===== src/rtl/wb_arbiter_pkg.sv =====
`default_nettype none
// ============================================================================
// Module   : wb_arbiter_pkg
// Purpose  : Shared widths and result type for the writeback arbiter slice.
// Revision : 1.0 - initial release
// ============================================================================
package wb_arbiter_pkg;

  localparam int WAYS  = 4;
  localparam int XLEN  = 32;
  localparam int PRF   = 64;
  localparam int IDX_W = $clog2(PRF);

  typedef logic [IDX_W-1:0] prf_idx_t;

  typedef struct packed {
    prf_idx_t        idx;
    logic [XLEN-1:0] dat;
  } wb_result_t;

endpackage
`default_nettype wire


===== src/rtl/wb_fifo.sv =====
`default_nettype none
// ============================================================================
// Module   : wb_fifo
// Purpose  : Small per-FU result FIFO with synchronous clear.
// Revision : 1.0 - initial release
// ============================================================================
module wb_fifo
  import wb_arbiter_pkg::*;
#(
  parameter int DEPTH = 2
) (
  input  logic                       clock,
  input  logic                       clear,
  input  logic                       push,
  input  wb_result_t                 push_data,
  input  logic                       pop,
  output wb_result_t                 head,
  output logic [$clog2(DEPTH+1)-1:0] count,
  output logic                       empty,
  output logic                       full
);

  localparam int CNT_W = $clog2(DEPTH + 1);
  localparam int PTR_W = (DEPTH > 1) ? $clog2(DEPTH) : 1;

  wb_result_t       mem [DEPTH];
  logic [PTR_W-1:0] rd_ptr;
  logic [PTR_W-1:0] wr_ptr;
  logic             do_push;
  logic             do_pop;

  function automatic logic [PTR_W-1:0] bump(input logic [PTR_W-1:0] p);
    return (int'(p) == DEPTH - 1) ? '0 : p + PTR_W'(1);
  endfunction

  assign empty   = (count == '0);
  assign full    = (count == CNT_W'(DEPTH));
  assign head    = mem[rd_ptr];
  assign do_pop  = pop && !empty;
  assign do_push = push && !full;

  always_ff @(posedge clock) begin
    if (clear) begin
      rd_ptr <= '0;
      wr_ptr <= '0;
      count  <= '0;
    end else begin
      if (do_push) begin
        mem[wr_ptr] <= push_data;
        wr_ptr      <= bump(wr_ptr);
      end
      if (do_pop) begin
        rd_ptr <= bump(rd_ptr);
      end
      count <= count + CNT_W'(do_push) - CNT_W'(do_pop);
    end
  end

endmodule
`default_nettype wire


===== src/rtl/wb_arbiter.sv =====
`default_nettype none
// ============================================================================
// Module   : wb_arbiter
// Purpose  : Round-robin writeback arbiter, FU_NUM result FIFOs onto WAYS
//            registered PRF write / CDB lanes. Define WB_BYPASS_EN to let an
//            empty FIFO's incoming result be granted in its arrival cycle.
// Revision : 1.0 - initial release
// ============================================================================
module wb_arbiter
  import wb_arbiter_pkg::*;
#(
  parameter int FU_NUM    = 6,
  parameter int BUF_DEPTH = 2
) (
  input  logic                              clock,
  input  logic                              reset,
  input  logic                              squash,
  input  logic [FU_NUM-1:0]                 fu_valid,
  input  logic [FU_NUM-1:0][IDX_W-1:0]      fu_prf_idx,
  input  logic [FU_NUM-1:0][XLEN-1:0]       fu_dat,
  output logic [FU_NUM-1:0]                 fu_ready,
  output logic [WAYS-1:0]                   wr_en,
  output logic [WAYS-1:0][IDX_W-1:0]        wr_idx,
  output logic [WAYS-1:0][XLEN-1:0]         wr_dat
);

  localparam int RR_W  = (FU_NUM > 1) ? $clog2(FU_NUM) : 1;
  localparam int CNT_W = $clog2(BUF_DEPTH + 1);

  logic             clear;
  logic [FU_NUM-1:0] empty, full, push, pop, keep, cand, grant;
  logic [CNT_W-1:0] count    [FU_NUM];
  wb_result_t       head     [FU_NUM];
  wb_result_t       in_res   [FU_NUM];
  wb_result_t       cand_res [FU_NUM];
  wb_result_t       lane_res [WAYS];
  logic [WAYS-1:0]  lane_en;
  logic [RR_W-1:0]  rr_ptr;
  logic [RR_W-1:0]  rr_next;

  assign clear = reset | squash;

  for (genvar i = 0; i < FU_NUM; i++) begin : g_fu
    assign fu_ready[i] = (count[i] < CNT_W'(BUF_DEPTH)) && !clear;
    // Index 0 completes the handshake but is never buffered or written.
    assign keep[i]     = fu_valid[i] && fu_ready[i] && (fu_prf_idx[i] != '0);
    assign in_res[i]   = '{idx: fu_prf_idx[i], dat: fu_dat[i]};
`ifdef WB_BYPASS_EN
    assign cand[i]     = !empty[i] || keep[i];
    assign cand_res[i] = empty[i] ? in_res[i] : head[i];
    assign push[i]     = keep[i] && !full[i] && !(empty[i] && grant[i]);
`else
    assign cand[i]     = !empty[i];
    assign cand_res[i] = head[i];
    assign push[i]     = keep[i] && !full[i];
`endif
    assign pop[i]      = grant[i] && !empty[i];

    wb_fifo #(.DEPTH(BUF_DEPTH)) u_fifo (
      .clock     (clock),
      .clear     (clear),
      .push      (push[i]),
      .push_data (in_res[i]),
      .pop       (pop[i]),
      .head      (head[i]),
      .count     (count[i]),
      .empty     (empty[i]),
      .full      (full[i])
    );
  end

  // Scan from rr_ptr, handing the k-th candidate found to lane k.
  always_comb begin
    int f;
    int n;
    f       = 0;
    n       = 0;
    grant   = '0;
    lane_en = '0;
    rr_next = rr_ptr;
    for (int k = 0; k < WAYS; k++) lane_res[k] = '0;
    for (int s = 0; s < FU_NUM; s++) begin
      f = int'(rr_ptr) + s;
      if (f >= FU_NUM) f = f - FU_NUM;
      if (cand[f] && (n < WAYS)) begin
        grant[f]    = 1'b1;
        lane_en[n]  = 1'b1;
        lane_res[n] = cand_res[f];
        n           = n + 1;
        rr_next     = (f == FU_NUM - 1) ? '0 : RR_W'(f + 1);
      end
    end
  end

  always_ff @(posedge clock) begin
    if (reset) begin
      wr_en  <= '0;
      wr_idx <= '0;
      wr_dat <= '0;
      rr_ptr <= '0;
    end else if (squash) begin
      wr_en  <= '0;
      rr_ptr <= '0;
    end else begin
      wr_en  <= lane_en;
      rr_ptr <= rr_next;
      for (int k = 0; k < WAYS; k++) begin
        wr_idx[k] <= lane_res[k].idx;
        wr_dat[k] <= lane_res[k].dat;
      end
    end
  end

endmodule
`default_nettype wire


===== config.mk =====
export PLATFORM = sky130hd
export DESIGN_NAME = wb_arbiter
export DESIGN_NICKNAME = d
export VERILOG_FILES = /design/src/rtl/wb_arbiter_pkg.sv /design/src/rtl/wb_fifo.sv /design/src/rtl/wb_arbiter.sv
export SDC_FILE = /design/constraint.sdc
export NUM_CORES = 2
export LEC_CHECK = 0
export ABC_CLOCK_PERIOD_IN_PS = 12000
export CAP_MARGIN = 5
export CORE_MARGIN = 4
export CORE_UTILIZATION = 40
export DETAILED_ROUTE_END_ITERATION = 6
export PLACE_DENSITY = 0.71
export SYNTH_ARGS = -nofsm -noshare
export SYNTH_HDL_FRONTEND = slang
export SYNTH_SLANG_ARGS = --single-unit

===== constraint.sdc =====
create_clock -name clock -period 12 [get_ports clock]
set_clock_uncertainty 0.1 [all_clocks]
set_input_delay 1.2 -clock clock [delete_from_list [all_inputs] [get_ports clock]]
set_output_delay 1.2 -clock clock [all_outputs]
set_load 0.03 [all_outputs]

==> results by group <==
Status
  • Status: finished, final reports clean

Timing
  • Worst-Margin Slew: between 1 and 1.5 ns
  • RSZ-0062 raised after global routing: false
  • Max frequency: 0.106 GHz
  • Pins Over Slew Limit: 0
  • Final min period: about 9.4 ns
  • Hold violation total from the final report: 0
  • Post-route setup TNS: 0 ns
  • Setup violators final: 0
  • Final Cycle Share: 0.787
  • Slew Limit Headroom: 0.112

Logic synthesis
  • Area leader, netlist: edfxtp_1
  • Top cells by count, synth: 525 x nor2_1, 456 x edfxtp_1, 327 x mux2i_1
  • Cell variety after synth: 84
  • Post-synth EDFFs: between 400 and 500
  • Synth warn: 0
  • Seq/Total Area, Yosys: 0.457
  • Main synth FF type: edfxtp_1
  • Synthesized cell area: 38,300 µm²
  • Most common cell in the netlist: nor2_1
  • Yosys reg bits: approximately 650
  • Synthesized area per cell: around 9.9 µm²
  • Synth area leaders: edfxtp_1 36%, dfxtp_1 9.9%, mux2i_1 8.6%
  • Share of the synthesized area in the top cell type: 0.358
  • Post-Syn Instances: around 3,900
  • Syn nets: 4,162
  • Async SR Flop Fraction: 0

Job
  • Max-cap violation count: 0

Hold path
  • Hold Path Class: reg -> reg

Detailed routing
  • Overall routed net length: ~150,000 µm
  • Antenna Nets Post-Route: 0
  • Mean number of vias per cell: roughly 6.2
  • DRC: 0
  • DR pass1 iterations: 6
  • Initial DRC count: 5,346
  • WL/cell: 27.7 µm
  • Vias post-DR: 33,800

Critical path
  • CP Capture Type: flop
  • Crit path max fanout: 77
  • R2R depth: 26
  • Worst EP arrival: between 9 and 10 ns
  • Critical path launch point type: flop
  • Crit path capture: wr_dat[88]
  • WS Path Type: reg -> reg
  • Crit path required time: 12.40 ns
  • Reg2Reg Launch Point: rr_ptr[1]
  • Reg-to-Reg End: wr_dat[88]
  • Reg2Reg Setup Slack: around 2.6 ns
  • CP startpoint: rr_ptr[1]

Cells and area
  • Area growth, synth to finish: 19.1%
  • Share of cells above drive strength 1: 0.125
  • Nets: around 4,400

Placement
  • IO buf count: 398
  • Post-DP HPWL: around 110,000 µm
  • Final GP Congestion: 1.01

CTS
  • Worst skew pair latency: 0.64 ns
  • Setup repair bufs after CTS: 0
  • CTS sink count: ~650
  • CTS clk-pin slew, worst paths: ~0.070 ns
  • CTS tree: built
  • Post-CTS sizing: 0
  • Depth of the CTS H-tree: 3
  • Clk buf depth: 3
  • CTS buffer count: 70
  • CTS root buf: clkbuf_16
  • Hold buffer count at CTS: 0

Global route
  • First-pass GRT wire length: ~210,000 µm
  • Gr usage total: 0.284
  • Initial antenna violation count: 12
  • Pin count of the biggest net entering global routing: 120
  • Number of global-route vias before repair: approximately 30,000
  • Overflow after GRT: 0

Floorplanning
  • Rows: between 100 and 150
  • Initial Util: 0.403
  • Core Area: approximately 95,000 µm²
  • Die W: 317 µm
  • Die area: around 100,000 µm²
  • DIE HEIGHT: 317 µm
  • I/O Pins: between 300 and 400
==> area by class of cell <==
| class | instances | area [µm²] |
|---|---|---|
| Clock inverter | 41 | 385 |
| Multi-Input combinational cell | 2830 | 19400 |
| Sequential cell | 645 | 17500 |
| Fill cell | 8598 | 49300 |
| Antenna cell | 9 | 22.5 |
| Timing Repair Buffer | 481 | 4610 |
| Tap cell | 1265 | 1580 |
| Clock buffer | 88 | 1900 |
| Inverter | 47 | 181 |
==> critical path: stages (launching register included) <==
cell and delay [ns]:
dfxtp_1 0.84, inv_1 0.36, ha_1 0.65, ha_1 0.31, inv_1 0.05, ha_1 0.39, nand2_1 0.08, mux2_2 0.29
o2111ai_1 0.15, and2_1 0.17, buf_4 0.42, inv_1 0.08, buf_4 0.25, ha_1 0.31, inv_1 0.12, a311oi_4 0.43
and2_1 0.85, inv_1 0.25, ha_1 0.43, and2_1 0.20, nor3_2 0.49, buf_4 0.32, nor3_1 0.12, a221oi_4 0.27
buf_4 0.75, nor3_1 0.14, a2111oi_1 0.40
==> how the worst min path moves through the flow <==
stage                          startpoint          to  depth (start not counted)
floorplan           g_fu[3].u_fifo.rd_ptr        flop                          2
global placement               wr_dat[26]  wr_dat[26]                          2
detailed placement             wr_dat[26]  wr_dat[26]                          2
CTS                            wr_dat[26]  wr_dat[26]                          2
global route        g_fu[4].u_fifo.rd_ptr        flop                          2
finish                         wr_dat[26]  wr_dat[26]                          2
==> per-stage QoR <==
step	cells	util	cell area, µm²	setup slack, ns	hold slack (ns)
after floorplan	3874	-	38300	3.52	0.352
after global placement	5267	0.456	43200	3.23	0.346
after detailed placement	5267	0.456	43200	2.86	0.347
after CTS	5396	0.480	45500	2.81	0.360
after global routing	5398	0.480	45500	2.00	0.388
final	5406	0.480	45600	2.56	0.356
==> layout by cell type (no fill, tap or decap), types with 38 or more instances in the layout <==
master / instances
nor3_1: 66
mux2i_1: 326
ha_1: 49
o21ai_0: 280
clkdlybuf4s50_1: 396
buf_4: 84
clkbuf_16: 72
nand3_1: 101
nor2b_1: 99
a22o_1: 38
o22ai_1: 71
a21oi_1: 180
a2111oi_0: 67
or3_1: 38
a31oi_1: 85
dfxtp_1: 182
inv_1: 40
edfxtp_1: 456
mux2_2: 224
nor2_1: 519
nand2_1: 169
o31ai_1: 42
a22oi_1: 45
==> kinds of logic (layout without fill, tap and decap cells) <==
logic type | count (synthesis) | count (layout) | share of synthesized area
compound gates | 1083 | 1083 | 0.193
xor+xnor | 30 | 30 | 0.00805
fa+ha+maj | 51 | 51 | 0.0169
buf+inv | 399 | 657 | 0.0408
flops | 645 | 645 | 0.457
mux | 554 | 554 | 0.153
other cells | 0 | 9 | 0
simple gates | 1112 | 1112 | 0.132
==> registers in the layout (all words and copies together), names as in the netlist, named ones only <==
register and flops:
g_fu.u_fifo.mem 456, g_fu.u_fifo.rd_ptr 6, rr_ptr 3, wr_dat 128, wr_en 4, wr_idx 24
g_fu.u_fifo.count 12, g_fu.u_fifo.wr_ptr 6
==> layer usage <==
layer | routed length, µm | up-vias | GRT usage | part of all wire
met3 | 19500 | 205 | 0.0850 | 0.13
met5 | 65 | - | 0 | 0.00043
li1 | - | 15000 | - | -
met1 | 65500 | 16400 | 0.429 | 0.44
met4 | 3280 | 10 | 0.0613 | 0.022
met2 | 61400 | 2109 | 0.399 | 0.41
Power is left out: the tool's default activity adds up to more than one toggle a clock period on the data nets, which glitch-free logic cannot reach.
